--- config.mk ---
export PLATFORM = sky130hd
export DESIGN_NAME = instruction_fetch_flat
export DESIGN_NICKNAME = d
export VERILOG_FILES = /design/src/rtl/instruction_fetch_if.sv /design/src/rtl/instruction_fetch.sv /design/src/flat_wrapper.sv
export SDC_FILE = /design/constraint.sdc
export NUM_CORES = 1
export LEC_CHECK = 0
export ABC_AREA = 1
export BUFFER_PORTS_ARGS = -buffer_cell sky130_fd_sc_hd__buf_2
export CORE_MARGIN = 2
export CORE_UTILIZATION = 40
export DETAILED_ROUTE_END_ITERATION = 7
export SETUP_SLACK_MARGIN = 0.3
export SLEW_MARGIN = 0
export SYNTH_ARGS = -nofsm -noshare
export SYNTH_HDL_FRONTEND = slang
export SYNTH_SLANG_ARGS = --single-unit
--- constraint.sdc ---
create_clock -name clk -period 2.3 [get_ports clk]
set_input_delay 0.115 -clock clk [delete_from_list [all_inputs] [get_ports clk]]
set_output_delay 0.115 -clock clk [all_outputs]
set_load 0.05 [all_outputs]
--- src/rtl/instruction_fetch_if.sv ---
// Fetch-stage bus: ROM address/data, branch redirect, and the decode-side
// valid/ready handshake with the sticky fault flag.
interface instruction_fetch_if;
  logic [15:0] imem_addr;
  logic [15:0] imem_instr;
  logic        redirect_valid;
  logic [15:0] redirect_pc;
  logic        if_valid;
  logic [15:0] if_instr;
  logic [15:0] if_pc;
  logic        id_ready;
  logic        fault;

  modport master (
    output imem_addr, if_valid, if_instr, if_pc, fault,
    input  imem_instr, redirect_valid, redirect_pc, id_ready
  );

  modport slave (
    input  imem_addr, if_valid, if_instr, if_pc, fault,
    output imem_instr, redirect_valid, redirect_pc, id_ready
  );
endinterface

--- src/rtl/instruction_fetch.sv ---
// Fetch stage: owns the PC, captures ROM words into a small in-order queue and
// presents the queue head to decode; supports redirect/flush and a sticky fault.
module instruction_fetch #(
  parameter logic [15:0] RESET_PC   = 16'h0000,
  parameter int unsigned PC_STEP    = 4,
  parameter int unsigned FIFO_DEPTH = 2,
  parameter int unsigned MEM_SIZE   = 1024
) (
  input  logic clk,
  input  logic reset,
  instruction_fetch_if.master bus
);

  localparam int unsigned CW = $clog2(FIFO_DEPTH + 1);

  typedef enum logic [1:0] {RUN, FULL, FAULT} state_t;

  state_t      state, state_n;
  logic [15:0] pc, pc_n;
  logic [CW-1:0] count, count_n, base;
  logic [15:0] q_pc    [FIFO_DEPTH];
  logic [15:0] q_ins   [FIFO_DEPTH];
  logic [15:0] q_pc_n  [FIFO_DEPTH];
  logic [15:0] q_ins_n [FIFO_DEPTH];
  logic        pop, push, pc_legal, rd_legal;

  function automatic logic legal(input logic [15:0] a);
    return (a[1:0] == 2'b00) && ((32'(a) + 32'd3) < MEM_SIZE);
  endfunction

  assign pc_legal      = legal(pc);
  assign rd_legal      = legal(bus.redirect_pc);
  assign bus.imem_addr = pc;
  assign bus.if_valid  = (count != '0);
  assign bus.if_pc     = q_pc[0];
  assign bus.if_instr  = q_ins[0];
  assign bus.fault     = (state == FAULT);

  always_ff @(posedge clk or posedge reset) begin
    if (reset) begin
      state <= RUN;
      pc    <= RESET_PC;
      count <= '0;
      for (int unsigned i = 0; i < FIFO_DEPTH; i++) begin
        q_pc[i]  <= '0;
        q_ins[i] <= '0;
      end
    end else begin
      state <= state_n;
      pc    <= pc_n;
      count <= count_n;
      for (int unsigned i = 0; i < FIFO_DEPTH; i++) begin
        q_pc[i]  <= q_pc_n[i];
        q_ins[i] <= q_ins_n[i];
      end
    end
  end

  // Queue is a shift register with entry 0 as the head, so the decode-facing
  // outputs come straight from flops and hold while decode stalls.
  always_comb begin
    state_n = state;
    pc_n    = pc;
    count_n = count;
    base    = count;
    q_pc_n  = q_pc;
    q_ins_n = q_ins;
    pop     = (count != '0) && bus.id_ready;
    push    = !bus.redirect_valid && (state != FAULT) && pc_legal &&
              ((count < CW'(FIFO_DEPTH)) || pop);

    if (bus.redirect_valid) begin
      count_n = '0;
      if (rd_legal) begin
        pc_n    = bus.redirect_pc;
        state_n = RUN;
      end else begin
        state_n = FAULT;
      end
    end else begin
      if (pop) begin
        for (int unsigned i = 0; i + 1 < FIFO_DEPTH; i++) begin
          q_pc_n[i]  = q_pc[i+1];
          q_ins_n[i] = q_ins[i+1];
        end
        base = count - CW'(1);
      end
      if (push) begin
        for (int unsigned i = 0; i < FIFO_DEPTH; i++) begin
          if (CW'(i) == base) begin
            q_pc_n[i]  = pc;
            q_ins_n[i] = bus.imem_instr;
          end
        end
        pc_n = pc + 16'(PC_STEP);
      end
      count_n = base + CW'(push);

      if ((state == FAULT) || !pc_legal)
        state_n = FAULT;
      else if (count_n == CW'(FIFO_DEPTH))
        state_n = FULL;
      else
        state_n = RUN;
    end
  end

endmodule
--- src/flat_wrapper.sv ---
// flat-port wrapper written by rule: the top's interface ports become plain ports
module instruction_fetch_flat 
#(
  parameter logic [15:0] RESET_PC   = 16'h0000,
  parameter int unsigned PC_STEP    = 4,
  parameter int unsigned FIFO_DEPTH = 2,
  parameter int unsigned MEM_SIZE   = 1024
)
  (clk, reset, bus_imem_addr, bus_if_valid, bus_if_instr, bus_if_pc, bus_fault, bus_imem_instr, bus_redirect_valid, bus_redirect_pc, bus_id_ready);
  instruction_fetch_if bus_i ();
  input  logic clk;
  input  logic reset;
  output wire logic [$bits(bus_i.imem_addr)-1:0] bus_imem_addr;
  output wire logic [$bits(bus_i.if_valid)-1:0] bus_if_valid;
  output wire logic [$bits(bus_i.if_instr)-1:0] bus_if_instr;
  output wire logic [$bits(bus_i.if_pc)-1:0] bus_if_pc;
  output wire logic [$bits(bus_i.fault)-1:0] bus_fault;
  input wire logic [$bits(bus_i.imem_instr)-1:0] bus_imem_instr;
  input wire logic [$bits(bus_i.redirect_valid)-1:0] bus_redirect_valid;
  input wire logic [$bits(bus_i.redirect_pc)-1:0] bus_redirect_pc;
  input wire logic [$bits(bus_i.id_ready)-1:0] bus_id_ready;
  assign bus_imem_addr = bus_i.imem_addr;
  assign bus_if_valid = bus_i.if_valid;
  assign bus_if_instr = bus_i.if_instr;
  assign bus_if_pc = bus_i.if_pc;
  assign bus_fault = bus_i.fault;
  assign bus_i.imem_instr = bus_imem_instr;
  assign bus_i.redirect_valid = bus_redirect_valid;
  assign bus_i.redirect_pc = bus_redirect_pc;
  assign bus_i.id_ready = bus_id_ready;
  instruction_fetch #(.RESET_PC(RESET_PC), .PC_STEP(PC_STEP), .FIFO_DEPTH(FIFO_DEPTH), .MEM_SIZE(MEM_SIZE)) u_core (.clk(clk), .reset(reset), .bus(bus_i));
endmodule
==> results of run 1 <==
[cells in the mapped netlist, types with 2 or more instances]
cell      instances  area share, %
nand2_1         411             31
dfrtp_1          84             43
nand3_1          48            4.9
buf_4            37            5.7
inv_1            32            2.4
nand4_1          26            3.3
buf_2            20            2.0
nor2_1           20            1.5
clkbuf_1         12           0.92
nand2_2           5           0.64
o21ai_0           5           0.51
ha_1              3           0.77
inv_2             3           0.23
nand3_2           3           0.61
buf_1             2           0.15
nor3_1            2           0.20
or2_2             2           0.26
[worst max-delay path, cell delays in order (launching register included)]
cell,delay (ns)
dfrtp_1,0.37
inv_1,0.07
ha_2,0.18
inv_2,0.12
nand2_8,0.08
nand2_2,0.07
inv_1,0.06
nor2_4,0.14
ha_1,0.25
inv_1,0.07
nand3_1,0.10
nor4_2,0.26
[layout make-up]
cell class | count | area, sq um | area share [%]
inverters | 35 | 138.9 | 2.415
well taps | 147 | 183.9 | 3.198
repair buffers | 118 | 753.2 | 13.10
flip-flops and latches | 84 | 2103 | 36.58
clock inverters | 7 | 52.55 | 0.9138
clock buffers | 9 | 225.2 | 3.916
multi-input cells | 534 | 2293 | 39.88
[logic make-up (layout without fill, tap and decap cells)]
kind of cell             Yosys count  after routing  share of synthesized area, %
AND/OR/NAND/NOR                  523            523                         43.99
buffers and inverters            106            169                         11.46
flip-flops                        84             84                         42.87
AO/OA/AOI/OAI                      7              7                        0.7399
adder cells (fa/ha/maj)            3              3                        0.7656
XOR/XNOR                           1              1                        0.1786
[layer usage]
metal / share of wire [%] / up-vias / GRT usage, %
li1: - / 2325 / -
met2: 46 / 126 / 33.85
met3: 5.5 / 18 / 3.494
met4: 1.9 / 0 / 8.032
met5: 0 / - / 0
met1: 46 / 2150 / 26.28
[power by group through the flow]
stage          Sequential, mW  Combinational (mW)  Clock [mW]
6_report                 1.52               0.682        1.38
5_1_grt                  1.53               0.747        1.46
4_1_cts                  1.52               0.583        1.40
3_5_place_dp             1.55               0.576           0
3_3_place_gp             1.55               0.572           0
2_1_floorplan            1.61               0.354           0
[state kept, by name, summed over array words and instances, names as in the netlist]
name	count
u_core.count	2
u_core.q_ins	16
u_core.state	2
u_core.q_pc	16
u_core.bus.if_instr	16
u_core.bus.if_pc	16
u_core.bus.imem_addr	16
[worst paths after layout]
kind,slack [ns],startpoint,endpoint
worst max-delay path,0.43,u_core.count[0],u_core.state[0]
worst min-delay path,0.03,bus_imem_instr[10],u_core.q_ins[10]
worst max register to register,0.43,u_core.count[0],u_core.state[0]
worst min register to register,0.47,u_core.q_pc[1],u_core.q_pc[1]
max in group asynchronous,1.50,reset,u_core.bus.imem_addr[10]
min in group asynchronous,0.44,reset,u_core.bus.if_instr[8]
[repair_timing]
action,in CTS,in global routing
setup buffers,3,13
pin swaps,0,5
hold buffers,1,0
gates resized for setup,1,17
endpoints found under the hold margin,84,0
setup endpoints to repair,37,56
==> impl_metrics.toml, run 1 <==
[worst_setup_path]
crit_type = "reg2reg"
reg2reg_depth = 11
cp.arrival_ns = 2.12
crit_path_end_kind = "flip-flop"
startpoint_type = "flip-flop"
worst_ep_required_time_ns = 2.55
worst-path-max-fanout = 6

[pwr]
pwr-share-comb_pct = 19.0
total_power_mw = 3.582
ir_worst_vdd_mv = 0.2764
p_sw_mw = 1.132
sw_frac_of_total_pct = 31.59
power_density_nw_per_um2 = 623.0
power.internal_mw = 2.451
p_leak_nw = 3.449
seqPwrFrac_pct = 42.6
p_clk_share_pct = 38.4

[flow_run]
cap_viol_max_count = 0

[grt]
grt_pass1_wl_um = 21130
grt_overflow_total = 0
antenna_found_initial = 0
grt_pass1_vias = 4371
grt_util_all_layers_pct = 20.26
grt_max_degree = 85

[detailed_routing]
ant_nets = 0
wire_per_inst_um = 13.63
wl_um = 12730
vias = 4619
vias_per_cell = 4.945
drcViolationCount = 0
drtPass1Iterations = 5
first_iter_violations = 356

[clock_network]
cts_sinks = 84
cts_made_buffers = 9
clock_latency_ns = 0.35
htree_levels = 3
root_buffer = "clkbuf_16"
cts_tree = "built"
clock_path_buffers = 2
cts.clk_slew.worst_paths_ns = 0.07

[sta]
timing.setup.tns_ns = 0
worst_pin_slew_ns = 0.5073
fin_hold_ws_ns = 0.03132
post-route-min-period_ns = 1.872
fin_worst_skew_ns = 0.004980
max_freq_mhz = 534.1
slew_violations = 0
relSlewSlack_pct = 66.18
final-hold-violation-count = 0
fin_ws_ns = 0.4276
rsz0062_at_grt = "false"
period_share_pct = 81.41
finalSetupViolCount = 0

[floorplan]
ios = 86
dieArea_sq_um = 13160
die_width_um = 114.7
die_h_um = 114.7
rows = 40
start_util_pct = 40.82
core_sq_um = 12010

[final_layout]
design_area_sq_um = 5751
mostFrequentLayoutCell = "nand2_1"
areaGrowthSynthToFinish_pct = 17.27
layout.nets = 821
fin_cells = 934
final_cell_mix = "nand2_1 (410), buf_2 (85), dfrtp_1 (83)"
drive_gt1_share_pct = 19.95
fin_util_pct = 47.88
n_antenna_cell = 0
fill_cells = 1207

[synthesis]
syn_nets = 763
yosys_warnings = 0
syn_area_sq_um = 4903
async_flop_share_pct = 100.0
synth_edf_count = 0
avgSynthCellArea_sq_um = 6.773
synth_seq_cells = 84
netlist_instances = 724
synth_cell_types = 26
ys_seq_area_share_pct = 42.87
synth_ff_type = "dfrtp_1"

[placed_design]
placed_area_sq_um = 5234
port_buffers = 85
place_inst = 901
dp_hpwl_um = 8194
gp_congestion = 0.7935
pre_cts_ws_ns = 0.2280

[hold_path]
hold_depth = 3
hp-class = "in2reg"

[run_status]
status = "completed"
No activity file was read; power rests on OpenSTA's default activity.
==> run 2, diff against run 1 <==
Settings changed: ABC_AREA 1 to 0.
Clock period 2.3 ns to 1.7 ns, I/O delays scaled along.
==> impl_metrics.toml, run 2 <==
[synthesis]
synth_seq_cells = 84
ys_seq_area_share_pct = 54.71
synth_cell_types = 40
synth_area_leaders = "dfrtp_1 (55%), nand2_1 (7.0%), buf_4 (6.3%)"
avgSynthCellArea_sq_um = 10.25
syn_nets = 414
yosysMostFrequentCell = "dfrtp_1"
synth_edf_count = 0
async_flop_share_pct = 100.0
netlist_instances = 375
post-synth-top-area-cell = "dfrtp_1"
synth.top_cell.area_share_pct = 54.71
yosys_warnings = 0
synth_common_cells = "dfrtp_1 (84), nand2_1 (72), buf_4 (32)"
synth_ff_type = "dfrtp_1"
syn_area_sq_um = 3842

[sta]
rsz0062_at_grt = "true"
max_freq_mhz = 443.1
worst_pin_slew_ns = 0.4623
period_share_pct = 132.8
post-route-min-period_ns = 2.257
fin_worst_skew_ns = 0.008518
final-hold-violation-count = 0
slew_violations = 0
fin_hold_ws_ns = 0.008748
finalSetupViolCount = 78
relSlewSlack_pct = 69.11
fin_ws_ns = -0.5568

[placed_design]
port_buffers = 85
gp_congestion = 0.8439
dp_hpwl_um = 6172

[clock_network]
clock_latency_ns = 0.35
htree_levels = 3
root_buffer = "clkbuf_8"
cts_tree = "built"
cts.clk_slew.worst_paths_ns = 0.08
cts_sinks = 84
clock_path_buffers = 2
cts_made_buffers = 9

[floorplan]
ios = 86
start_util_pct = 41.39
dieArea_sq_um = 10410
rows = 35
core_sq_um = 9284
die_width_um = 102.0
die_h_um = 102.0

[pwr]
total_power_mw = 5.820
ir_worst_vdd_mv = 0.6466
p_leak_nw = 2.694
power_density_nw_per_um2 = 1052

[grt]
grt_max_degree = 33
grt_pass1_wl_um = 15690
antenna_found_initial = 0
grt_pass1_vias = 3104
grt_util_all_layers_pct = 19.61
grt_overflow_total = 0

[worst_setup_path]
crit_path_end_kind = "flip-flop"
worst_ep_required_time_ns = 1.99
crit_type = "reg2reg"
crit_path_max_incr_delay_ns = 0.56
worst-path-max-fanout = 4
worstPathCellList = "or4_4 -> or3_4 -> o31a_1 -> or4_1 -> nand3_1"
cp_slowest_cell = "or4_4"
startpoint_type = "flip-flop"
cp.arrival_ns = 2.54

[final_layout]
n_antenna_cell = 0
layout.nets = 538
fill_cells = 785
areaGrowthSynthToFinish_pct = 43.93
fin_util_pct = 59.57
drive_gt1_share_pct = 51.59
multi_input_area_sq_um = 1772
final_cell_mix = "buf_2 (83), dfrtp_1 (78), nand2_1 (70)"
seq_area_sq_um = 2110
mostFrequentLayoutCell = "buf_2"

[detailed_routing]
first_iter_violations = 129
wl_um = 9810
ant_nets = 0
vias_per_cell = 5.036
vias = 3178
drtPass1Iterations = 4
drcViolationCount = 0
wire_per_inst_um = 15.55

[run_status]
status = "finished with violations"
violations = "negative setup slack"

[flow_run]
cap_viol_max_count = 0

[hold_path]
hp-class = "in2reg"
## run 2: logic make-up (layout without fill, tap and decap cells)
group / count (synthesis) / in the layout / share of synthesized area (%)
AND/OR/NAND/NOR: 157 / 157 / 19.96
flip-flops: 84 / 84 / 54.71
buffers and inverters: 57 / 184 / 8.890
AO/OA/AOI/OAI: 46 / 46 / 7.457
multiplexers: 26 / 26 / 7.555
adder cells (fa/ha/maj): 3 / 3 / 0.9770
XOR/XNOR: 2 / 2 / 0.4560
## run 2: cell type report
type | count | area share [%]
sequential | 84 | 38.14
multi-input combinational | 234 | 32.04
timing repair buffer | 164 | 23.01
tap | 129 | 2.919
clock buffer | 10 | 2.489
clock inverter | 4 | 0.9276
inverter | 6 | 0.4751
## run 2: stage by stage
step | setup WS (ns) | TNS [ns] | area (sq um) | cells
final | -0.5568 | -33.89 | 5530 | 631
after global routing | -0.6214 | -42.21 | 5530 | 631
after CTS | -0.4957 | -30.28 | 5202 | 627
after detailed placement | -0.5738 | -33.49 | 4554 | 587
after global placement | -0.5131 | -31.11 | 4554 | 587
after floorplan | -0.7010 | -37.90 | 3877 | 375
## run 2: repair_timing
item                       CTS  global route
hold buffers                17             0
setup endpoints to repair   80            80
resized for setup           40            65
pin swaps                    1            15
hold endpoints to repair    31             0
cloned                       3             2
setup buffers                6             2
## run 2: path summary, 6_finish.rpt
| kind | startpoint | to | slack [ns] | cells after the start |
|---|---|---|---|---|
| worst max-delay path | u_core.bus.imem_addr[14] | u_core.bus.imem_addr[5] | -0.56 | 5 |
| worst min-delay path | bus_imem_instr[1] | u_core.q_ins[1] | 0.009 | 2 |
| worst max register to register | u_core.bus.imem_addr[14] | u_core.bus.imem_addr[5] | -0.56 | 5 |
| worst min register to register | u_core.q_pc[0] | u_core.q_pc[0] | 0.51 | 1 |
| max in group asynchronous | reset | u_core.bus.if_instr[3] | 0.86 | 4 |
| min in group asynchronous | reset | u_core.q_pc[11] | 0.30 | 3 |
## run 2: routing by layer
metal | GRT usage [%] | share of wire, %
met4 | 5.128 | 1.1
met2 | 32.09 | 49
met5 | 0 | 0
met3 | 4.309 | 4.4
met1 | 26.62 | 46
## run 2: where the power goes
group,internal [mW],switching [mW],total (mW),leakage (nW)
combinational,0.636,1.36,2.00,1.49
clock,0.703,0.695,1.40,0.0942
sequential,2.27,0.153,2.42,1.11
## run 2: worst max-delay path, delay by kind of cell (launching register included)
kind            cells  cell delay (ns)
flops               1             0.40
compound gates      1             0.30
simple gates        4             1.49
